[config.mk]
export PLATFORM = sky130hd
export DESIGN_NAME = fetch_prefetch_unit_flat
export DESIGN_NICKNAME = d
export VERILOG_FILES = /design/src/rtl/fetch_prefetch_unit_if.sv /design/src/rtl/fetch_prefetch_unit.sv /design/src/flat_wrapper.sv
export SDC_FILE = /design/constraint.sdc
export NUM_CORES = 1
export LEC_CHECK = 0
export CAP_MARGIN = 0
export CORE_AREA = 2 2 172 174
export CTS_CLUSTER_SIZE = 20
export DETAILED_ROUTE_END_ITERATION = 10
export DIE_AREA = 0 0 174 176
export GPL_TIMING_DRIVEN = 0
export PLACE_DENSITY = 0.75
export SYNTH_ARGS = -nofsm -noshare
export SYNTH_HDL_FRONTEND = slang
export SYNTH_SLANG_ARGS = --single-unit
[constraint.sdc]
create_clock -name clk -period 5 [get_ports clk]
set_input_delay 0.5 -clock clk [delete_from_list [all_inputs] [get_ports clk]]
set_output_delay 0.5 -clock clk [all_outputs]
set_load 0.01 [all_outputs]
[src/rtl/fetch_prefetch_unit_if.sv]
// Fetch-unit bus bundle: instruction-memory request/response, redirect, and decode handoff.
// The master modport is the fetch unit; the slave modport is the memory/decode side.
interface fetch_prefetch_unit_if;
    logic        imem_req;
    logic [31:0] imem_addr;
    logic        imem_gnt;
    logic        imem_rvalid;
    logic [31:0] imem_rdata;
    logic        redirect;
    logic [31:0] redirect_pc;
    logic        inst_valid;
    logic        inst_ready;
    logic [31:0] inst;
    logic [31:0] inst_pc;
    logic [31:0] inst_pc4;

    // valid/ready: a transfer happens on a posedge where both are high; imem_req/imem_addr
    // and inst_valid/inst/inst_pc hold steady while waiting for imem_gnt / inst_ready.
    modport master (
        output imem_req, imem_addr, inst_valid, inst, inst_pc, inst_pc4,
        input  imem_gnt, imem_rvalid, imem_rdata, redirect, redirect_pc, inst_ready
    );

    modport slave (
        input  imem_req, imem_addr, inst_valid, inst, inst_pc, inst_pc4,
        output imem_gnt, imem_rvalid, imem_rdata, redirect, redirect_pc, inst_ready
    );
endinterface

[src/rtl/fetch_prefetch_unit.sv]
// Instruction fetch front end: owns the PC, issues pipelined reads, buffers in-order returns.
// Optional FETCH_PERF_EN adds saturating stall-cycle and flush counters.
module fetch_prefetch_unit #(
    parameter int          DEPTH    = 4,
    parameter logic [31:0] RESET_PC = 32'h0,
    parameter logic [31:0] PC_STEP  = 32'd4
) (
    input  logic clk,
    input  logic rst,
`ifdef FETCH_PERF_EN
    output logic [15:0] perf_stall_cycles,
    output logic [15:0] perf_flush_count,
`endif
    fetch_prefetch_unit_if.master bus
);
    localparam int AW = $clog2(DEPTH);
    typedef logic [AW:0] ptr_t;
    localparam ptr_t PTR_ONE   = ptr_t'(1);
    localparam ptr_t PTR_DEPTH = ptr_t'(DEPTH);

    logic [31:0] slot_pc   [DEPTH];
    logic [31:0] slot_data [DEPTH];

    // Slots between fill_ptr and alloc_ptr are in flight; between head_ptr and fill_ptr are filled.
    ptr_t        alloc_ptr, fill_ptr, head_ptr;
    ptr_t        alloc_count, unfilled_count;
    ptr_t        drop_cnt;
    logic [31:0] fetch_pc;
    logic [AW-1:0] alloc_idx, fill_idx, head_idx;
    logic        issue, fill, deq, head_filled, q_empty;
    logic        unused_pc_bits;

    assign alloc_idx      = alloc_ptr[AW-1:0];
    assign fill_idx       = fill_ptr[AW-1:0];
    assign head_idx       = head_ptr[AW-1:0];
    assign alloc_count    = alloc_ptr - head_ptr;
    assign unfilled_count = alloc_ptr - fill_ptr;
    assign q_empty        = (alloc_ptr == head_ptr);
    assign head_filled    = (fill_ptr != head_ptr);
    assign unused_pc_bits = &{1'b0, bus.redirect_pc[1:0]};

    assign bus.imem_req  = !rst && !bus.redirect && (alloc_count < PTR_DEPTH) && (drop_cnt == '0);
    assign bus.imem_addr = fetch_pc;
    assign issue         = bus.imem_req && bus.imem_gnt;
    assign fill          = bus.imem_rvalid && (drop_cnt == '0) && (unfilled_count != '0);

    assign bus.inst_valid = head_filled && !bus.redirect;
    assign bus.inst       = head_filled ? slot_data[head_idx] : 32'h0;
    assign bus.inst_pc    = q_empty ? RESET_PC : slot_pc[head_idx];
    assign bus.inst_pc4   = bus.inst_pc + PC_STEP;
    assign deq            = bus.inst_valid && bus.inst_ready;

    always_ff @(posedge clk or posedge rst) begin
        if (rst) begin
            alloc_ptr <= '0;
            fill_ptr  <= '0;
            head_ptr  <= '0;
            drop_cnt  <= '0;
            fetch_pc  <= RESET_PC;
        end else if (bus.redirect) begin
            // Everything still in flight becomes wrong-path; a return this cycle is already gone.
            alloc_ptr <= '0;
            fill_ptr  <= '0;
            head_ptr  <= '0;
            drop_cnt  <= drop_cnt + unfilled_count
                         - ptr_t'(bus.imem_rvalid && ((drop_cnt != '0) || (unfilled_count != '0)));
            fetch_pc  <= {bus.redirect_pc[31:2], 2'b00};
        end else begin
            if (issue) begin
                alloc_ptr <= alloc_ptr + PTR_ONE;
                fetch_pc  <= fetch_pc + PC_STEP;
            end
            if (fill) begin
                fill_ptr <= fill_ptr + PTR_ONE;
            end
            if (deq) begin
                head_ptr <= head_ptr + PTR_ONE;
            end
            if (bus.imem_rvalid && (drop_cnt != '0)) begin
                drop_cnt <= drop_cnt - PTR_ONE;
            end
        end
    end

    always_ff @(posedge clk) begin
        if (issue) begin
            slot_pc[alloc_idx] <= fetch_pc;
        end
        if (fill) begin
            slot_data[fill_idx] <= bus.imem_rdata;
        end
    end

`ifdef FETCH_PERF_EN
    always_ff @(posedge clk or posedge rst) begin
        if (rst) begin
            perf_stall_cycles <= 16'h0;
            perf_flush_count  <= 16'h0;
        end else begin
            if (!bus.inst_valid && (perf_stall_cycles != 16'hFFFF)) begin
                perf_stall_cycles <= perf_stall_cycles + 16'd1;
            end
            if (bus.redirect && (perf_flush_count != 16'hFFFF)) begin
                perf_flush_count <= perf_flush_count + 16'd1;
            end
        end
    end
`endif
endmodule

[src/flat_wrapper.sv]
// flat-port wrapper written by rule: the top's interface ports become plain ports
module fetch_prefetch_unit_flat 
#(
    parameter int          DEPTH    = 4,
    parameter logic [31:0] RESET_PC = 32'h0,
    parameter logic [31:0] PC_STEP  = 32'd4
)
  (clk, rst, bus_imem_req, bus_imem_addr, bus_inst_valid, bus_inst, bus_inst_pc, bus_inst_pc4, bus_imem_gnt, bus_imem_rvalid, bus_imem_rdata, bus_redirect, bus_redirect_pc, bus_inst_ready);
  fetch_prefetch_unit_if bus_i ();
  input  logic clk;
  input  logic rst;
  output wire logic [$bits(bus_i.imem_req)-1:0] bus_imem_req;
  output wire logic [$bits(bus_i.imem_addr)-1:0] bus_imem_addr;
  output wire logic [$bits(bus_i.inst_valid)-1:0] bus_inst_valid;
  output wire logic [$bits(bus_i.inst)-1:0] bus_inst;
  output wire logic [$bits(bus_i.inst_pc)-1:0] bus_inst_pc;
  output wire logic [$bits(bus_i.inst_pc4)-1:0] bus_inst_pc4;
  input wire logic [$bits(bus_i.imem_gnt)-1:0] bus_imem_gnt;
  input wire logic [$bits(bus_i.imem_rvalid)-1:0] bus_imem_rvalid;
  input wire logic [$bits(bus_i.imem_rdata)-1:0] bus_imem_rdata;
  input wire logic [$bits(bus_i.redirect)-1:0] bus_redirect;
  input wire logic [$bits(bus_i.redirect_pc)-1:0] bus_redirect_pc;
  input wire logic [$bits(bus_i.inst_ready)-1:0] bus_inst_ready;
  assign bus_imem_req = bus_i.imem_req;
  assign bus_imem_addr = bus_i.imem_addr;
  assign bus_inst_valid = bus_i.inst_valid;
  assign bus_inst = bus_i.inst;
  assign bus_inst_pc = bus_i.inst_pc;
  assign bus_inst_pc4 = bus_i.inst_pc4;
  assign bus_i.imem_gnt = bus_imem_gnt;
  assign bus_i.imem_rvalid = bus_imem_rvalid;
  assign bus_i.imem_rdata = bus_imem_rdata;
  assign bus_i.redirect = bus_redirect;
  assign bus_i.redirect_pc = bus_redirect_pc;
  assign bus_i.inst_ready = bus_inst_ready;
  fetch_prefetch_unit #(.DEPTH(DEPTH), .RESET_PC(RESET_PC), .PC_STEP(PC_STEP)) u_core (.clk(clk), .rst(rst), .bus(bus_i));
endmodule
==> results.json, run 1 <==
{
  "cp-end-kind": "output pin",
  "cts_tree": "yes",
  "fill_cells": 2259,
  "grt_max_degree": 33,
  "max_freq_mhz": 208,
  "max_slew.worst_pin.slew_ns": 0.981,
  "p_per_area_mw_per_mm2": 341,
  "switchingPower_mw": 1.33,
  "fp.dieArea_sq_mm": 0.0306,
  "routabilityCongestion": 0.827,
  "period_minus_slack_ns": 4.81,
  "vias": 8049,
  "grt_pass1_vias": 8172,
  "clock_sinks": 290,
  "swShare_pct": 24.1,
  "synth-main-ff-cell": "edfxtp_1",
  "crit_arrival_ns": 4.31,
  "seq_area_frac_synth_pct": 66.1,
  "start_util_pct": 45.0,
  "die_x_um": 174,
  "maxCapViolCount": 0,
  "setup_slack_ns": 0.188,
  "core_sq_mm": 0.0285,
  "period_share_pct": 96.2,
  "synth.avg_cell_area_sq_um": 15.5,
  "worstReg2RegStart": "u_core.head_ptr[1]",
  "grt_use_met2_pct": 32.9,
  "comb_power_share_pct": 14.1,
  "whs_ns": 0.327,
  "cts_buffer_depth": 3,
  "async_reset_ff_share_pct": 14.5,
  "r2r_end": "u_core.slot_pc[1][28]",
  "syn_area_sq_mm": 0.0129,
  "dp_cells": 1412,
  "critPathKind": "flip-flop to output pin",
  "ys_ff_latch": 290,
  "cts.clk_slew.worst_paths_ns": 0.06,
  "drt_iter0_drc": 569,
  "ant_nets": 0,
  "internal-power_mw": 4.21,
  "dr.pass1.iters": 5,
  "synthToLayoutAreaGrowth_pct": 26.5,
  "grt.overflow.total": 0,
  "hpwl_um": 20500,
  "clock_latency_ns": 0.54,
  "antenna_found_initial": 3,
  "root_buffer": "clkbuf_16",
  "pre_cts_slack_ns": -1.27,
  "ctsHoldBuffers": 0,
  "rsz0062_at_grt": "no",
  "startpoint_type": "flip-flop",
  "clkPwrFrac_pct": 35.3,
  "yosysWarnings": 0,
  "post-route-util_pct": 56.9,
  "drive_gt1_share_pct": 13.5,
  "hp-class": "input pin to asynchronous set/reset pin",
  "hold_violations": 0,
  "die_h_um": 176,
  "num_io_pins": 200,
  "crit_path_max_fanout": 19,
  "htreeDepth": 1,
  "cts_made_buffers": 28,
  "finalClockSkew_ns": 0.0143,
  "avgRoutedWirePerCell_um": 20.7,
  "avgViaCountPerCell": 5.49,
  "drcViolationCount": 0,
  "required_ns": 4.50,
  "grt_util_all_layers_pct": 19.6,
  "outcome": "finished, final reports clean",
  "num_rows": 62,
  "reg2regPathDepth": 10,
  "ys_types": 56,
  "r2r_setup_slack_ns": 1.07,
  "power_frac_seq_pct": 50.6,
  "vdd_drop_max_v": 0.000317,
  "relSlewSlack_pct": 34.1,
  "setup_viol": 0,
  "synth-edff-count": 248,
  "layout_commonest_cell": "edfxtp_1",
  "grt_pass1_wl_um": 46200,
  "netlist_instances": 831,
  "port_buffers": 190,
  "wirelength_um": 30400,
  "totalPowerFinal_mw": 5.54,
  "mostFrequentLayoutCells": "edfxtp_1 (248), clkdlybuf4s50_1 (189), nand2_1 (67)",
  "startpoint": "u_core.head_ptr[1]",
  "p_leak_nw": 5.58,
  "fin_cells": 1465,
  "use_met1_pct": 25.9,
  "report.final.slew_viol_count": 0,
  "met3_usage_pct": 3.57,
  "busiest_layer": "met2",
  "fin_nets": 1150
}
-- per-stage QoR --
| stage | TNS [ns] | area [sq um] |
|---|---|---|
| final | 0 | 16300 |
| after global routing | 0 | 16300 |
| after CTS | 0 | 16200 |
| after detailed placement | -26.66 | 15300 |
| after global placement | -66.84 | 15300 |
| after floorplan | 0 | 12900 |
-- state kept, by name, indices dropped and copies added (netlist names) --
name and cells:
u_core.head_ptr 3, u_core.bus.imem_addr 30, u_core.slot_pc 120, u_core.slot_data 128, u_core.drop_cnt 3, u_core.fill_ptr 3, u_core.alloc_ptr 3
-- cells in the mapped netlist, types with 3 or more instances --
library cell	count	area, sq um
a21oi_1	6	30.0
buf_2	6	30.0
nand3b_1	4	30.0
dfrtp_1	42	1050
xor2_1	16	140
xnor2_1	24	210
nand2_1	67	251
buf_4	8	60.1
inv_1	33	124
and3_1	12	75.1
nor2b_1	38	238
a22oi_1	3	22.5
nand4_1	7	43.8
nor3_2	3	30.0
mux2i_1	5	50.1
clkbuf_1	20	75.1
o21ai_0	34	170
o211ai_1	9	67.6
o21a_1	3	22.5
a32oi_1	4	35.0
mux4_2	61	1370
nor3_1	8	40.0
nand3_1	28	140
and2_1	31	194
a31oi_1	4	25.0
edfxtp_1	248	7450
nor2_1	40	150
o311ai_0	13	114
nand2b_1	3	18.8
ha_1	19	238
-- worst max path at each step --
stage	end	slack [ns]	cells after the start
6_report	bus_inst_pc4[18]	0.19	14
5_1_grt	bus_inst_pc4[18]	0.02	14
4_1_cts	bus_inst_pc4[18]	0.003	15
3_5_place_dp	bus_inst_pc4[28]	-1.27	17
3_3_place_gp	bus_inst_pc4[28]	-1.22	17
2_1_floorplan	bus_inst_pc4[18]	0.71	16
-- cell families after synthesis --
| family | Yosys count | synth area share [%] |
|---|---|---|
| XOR/XNOR | 42 | 3.04 |
| buffers and inverters | 73 | 2.76 |
| adder cells (fa/ha/maj) | 21 | 2.16 |
| AND/OR/NAND/NOR | 253 | 10.4 |
| other | 1 | 0.0292 |
| flip-flops | 290 | 66.1 |
| multiplexers | 67 | 11.2 |
| AO/OA/AOI/OAI | 84 | 4.32 |
-- power groups by stage --
stage	clock network (mW)	logic (mW)	registers, mW
3_5_place_dp	0	0.784	2.85
3_3_place_gp	0	0.770	2.85
2_1_floorplan	0	0.401	2.83
5_1_grt	2.08	0.856	2.81
6_report	1.95	0.783	2.80
4_1_cts	1.98	0.792	2.80
-- layer usage --
| metal | up-vias | routed length [um] |
|---|---|---|
| met4 | 2 | 873 |
| met1 | 4033 | 12400 |
| met5 | - | 13 |
| met3 | 56 | 2310 |
| met2 | 334 | 14800 |
| li1 | 3624 | - |
-- critical path, stage by stage, from the launching register on --
cell	delay (ns)
dfrtp_2	0.40
buf_12	0.17
buf_16	0.16
inv_1	0.05
ha_1	0.33
nand3_2	0.16
buf_4	0.25
and2_1	0.27
ha_2	0.26
nand3_1	0.13
or4_4	0.46
nor3_4	0.25
nand4_1	0.15
xnor2_1	0.15
clkdlybuf4s50_1	0.55
-- cell type report --
class                   instances  area [sq um]  share of cell area [%]
inverters                      33           124                   0.762
plain buffers                  37           258                    1.59
clock buffers                  38           748                    4.60
multi-input cells             473          4040                    24.9
clock inverters                13          97.6                   0.600
well taps                     384           480                    2.96
flip-flops and latches        290          8500                    52.3
repair buffers                196          2010                    12.3
diodes                          1          2.50                  0.0154
-- timing repair --
action,CTS,global route
resized for setup,15,3
pin swaps,1,1
setup buffers,0,3
cloned,1,0
endpoints found under the setup margin,129,11
(Power assumes the default switching activity.)
==> run 2, diff against run 1 <==
- CTS_BUF_LIST: unset -> sky130_fd_sc_hd__clkbuf_16
- REMOVE_ABC_BUFFERS: unset -> 1
==> results.json, run 2 (same netlist as run 1, synthesis figures left out) <==
{
  "post-route-util_pct": 56.6,
  "dp_cells": 1382,
  "num_io_pins": 200,
  "crit_family": "simple AND/OR/NAND/NOR gates",
  "startpoint_type": "flip-flop",
  "hpwl_um": 18900,
  "root_buffer": "clkbuf_16",
  "crit_path_max_fanout": 22,
  "fin_area_sq_mm": 0.0162,
  "cts_buffer_depth": 3,
  "whs_ns": 0.267,
  "maxCapViolCount": 0,
  "grt.overflow.total": 0,
  "synthToLayoutAreaGrowth_pct": 25.8,
  "rsz0062_at_grt": "no",
  "max_slew.worst_pin.slew_ns": 1.02,
  "period_minus_slack_ns": 4.64,
  "dr.pass1.iters": 5,
  "grt_pass1_vias": 8033,
  "ant_nets": 0,
  "antenna_cells": 0,
  "cts.clk_slew.worst_paths_ns": 0.06,
  "cp-end-kind": "output pin",
  "grt_pass1_wl_um": 45100,
  "hp-class": "input pin to asynchronous set/reset pin",
  "fin_cells": 1438,
  "ctsHoldBuffers": 0,
  "routabilityCongestion": 0.860,
  "worstReg2RegStart": "u_core.head_ptr[1]",
  "grt_max_degree": 57,
  "r2r_end": "u_core.slot_pc[3][23]",
  "avgRoutedWirePerCell_um": 20.1,
  "largest_reg_flops": 128,
  "seqCellArea_sq_mm": 0.00851,
  "start_util_pct": 45.0,
  "report.final.slew_viol_count": 0,
  "hold_violations": 0,
  "cp_num_buf_inv": 2,
  "fp.dieArea_sq_mm": 0.0306,
  "p_leak_nw": 5.55,
  "drt_iter0_drc": 599,
  "vias": 7748,
  "cts_tree": "yes",
  "multi_input_area_sq_mm": 0.00405,
  "clock_latency_ns": 0.54,
  "critical_path.cell_chain": "inv_1, ha_1, nand3_2, and2_1, ha_1, nand3_1, or4_4, nor3_4, nand4_1, xnor2_1, clkdlybuf4s50_1",
  "wirelength_um": 28800,
  "drive_gt1_share_pct": 13.2,
  "crit_arrival_ns": 4.14,
  "required_ns": 4.50,
  "regMostFlops": "u_core.slot_data",
  "r2r_setup_slack_ns": 1.49,
  "antenna_found_initial": 0,
  "p_per_area_mw_per_mm2": 345,
  "num_rows": 62,
  "critPathKind": "flip-flop to output pin",
  "reg2regPathDepth": 6,
  "mostFrequentLayoutCells": "edfxtp_1 (248), clkdlybuf4s50_1 (190), nand2_1 (67)",
  "cp_slowest_stage_delay_ns": 0.55,
  "relSlewSlack_pct": 31.8,
  "fin_nets": 1122,
  "totalPowerFinal_mw": 5.57,
  "drcViolationCount": 0,
  "htreeDepth": 1,
  "period_share_pct": 92.8,
  "cpMaxStageDelayCell": "dfrtp_4",
  "outcome": "finished, final reports clean",
  "cts_made_buffers": 29,
  "die_x_um": 174,
  "port_buffers": 191,
  "finalClockSkew_ns": 0.00903,
  "layout_commonest_cell": "edfxtp_1",
  "crit_path_frequent_cell": "ha_1",
  "post_dp_cell_area_sq_mm": 0.0152,
  "setup_viol": 0,
  "max_freq_mhz": 215,
  "core_sq_mm": 0.0285,
  "die_h_um": 176,
  "grt_util_all_layers_pct": 19.0,
  "clock_sinks": 290,
  "avgViaCountPerCell": 5.39,
  "vdd_drop_max_v": 0.000314,
  "fill_cells": 2301
}
[run 2: cell types whose count changed in the layout (fill, tap and decap cells not counted), moves of 2 or more]
cell	change
clkbuf_16	+2
clkbuf_1	-27
buf_12	+2
buf_2	-3
buf_4	-8
inv_1	+11
dfrtp_4	+2
[run 2: area by class of cell]
class / count / area share, %
Sequential cell: 290 / 52.6
Multi-Input combinational cell: 473 / 25.0
Timing Repair Buffer: 204 / 13.1
Clock buffer: 30 / 4.65
Tap cell: 384 / 2.97
Clock inverter: 24 / 0.821
Inverter: 33 / 0.766
[run 2: power breakdown]
part	total, mW	internal (mW)	leakage (nW)	switching, mW
clock network	2.00	1.13	0.478	0.868
registers	2.80	2.71	2.76	0.0902
logic	0.767	0.395	2.31	0.372
[run 2: repair_timing]
action | in CTS | in global routing
endpoints found under the setup margin | 10 | 4
buffers inserted | 1 | 1
resized for setup | 1 | 1
[run 2: worst max path at each step]
stage / from / end / slack, ns / cells past startpoint
after floorplan: u_core.head_ptr[0] / bus_inst_pc4[18] / -0.51 / 9
after global placement: u_core.head_ptr[0] / bus_inst[18] / -3.90 / 4
after detailed placement: u_core.head_ptr[0] / bus_inst_pc4[28] / 0.05 / 10
after CTS: u_core.head_ptr[0] / bus_inst_pc4[28] / 0.04 / 10
after global routing: u_core.head_ptr[1] / bus_inst_pc4[28] / 0.05 / 11
final: u_core.head_ptr[1] / bus_inst_pc4[18] / 0.36 / 11
[run 2: stage by stage]
stage	TNS, ns	worst slack, ns
3_5_place_dp	0	0.0481
2_1_floorplan	-13.45	-0.510
6_report	0	0.359
5_1_grt	0	0.0544
3_3_place_gp	-524.96	-3.90
4_1_cts	0	0.0374
[run 2: routing by layer]
metal / vias to the layer above / routed length [um] / track usage, %
li1: 3556 / - / -
met1: 3926 / 11900 / 24.3
met2: 226 / 14700 / 33.0
met3: 40 / 1620 / 3.55
met4: 0 / 675 / 5.92
met5: - / 0 / 0
==> run 3, diff against run 2 <==
- GPL_ROUTABILITY_DRIVEN: unset -> 0
==> results of run 3 <==
No change in the layout: final DEF, timing and power equal those of run 2.
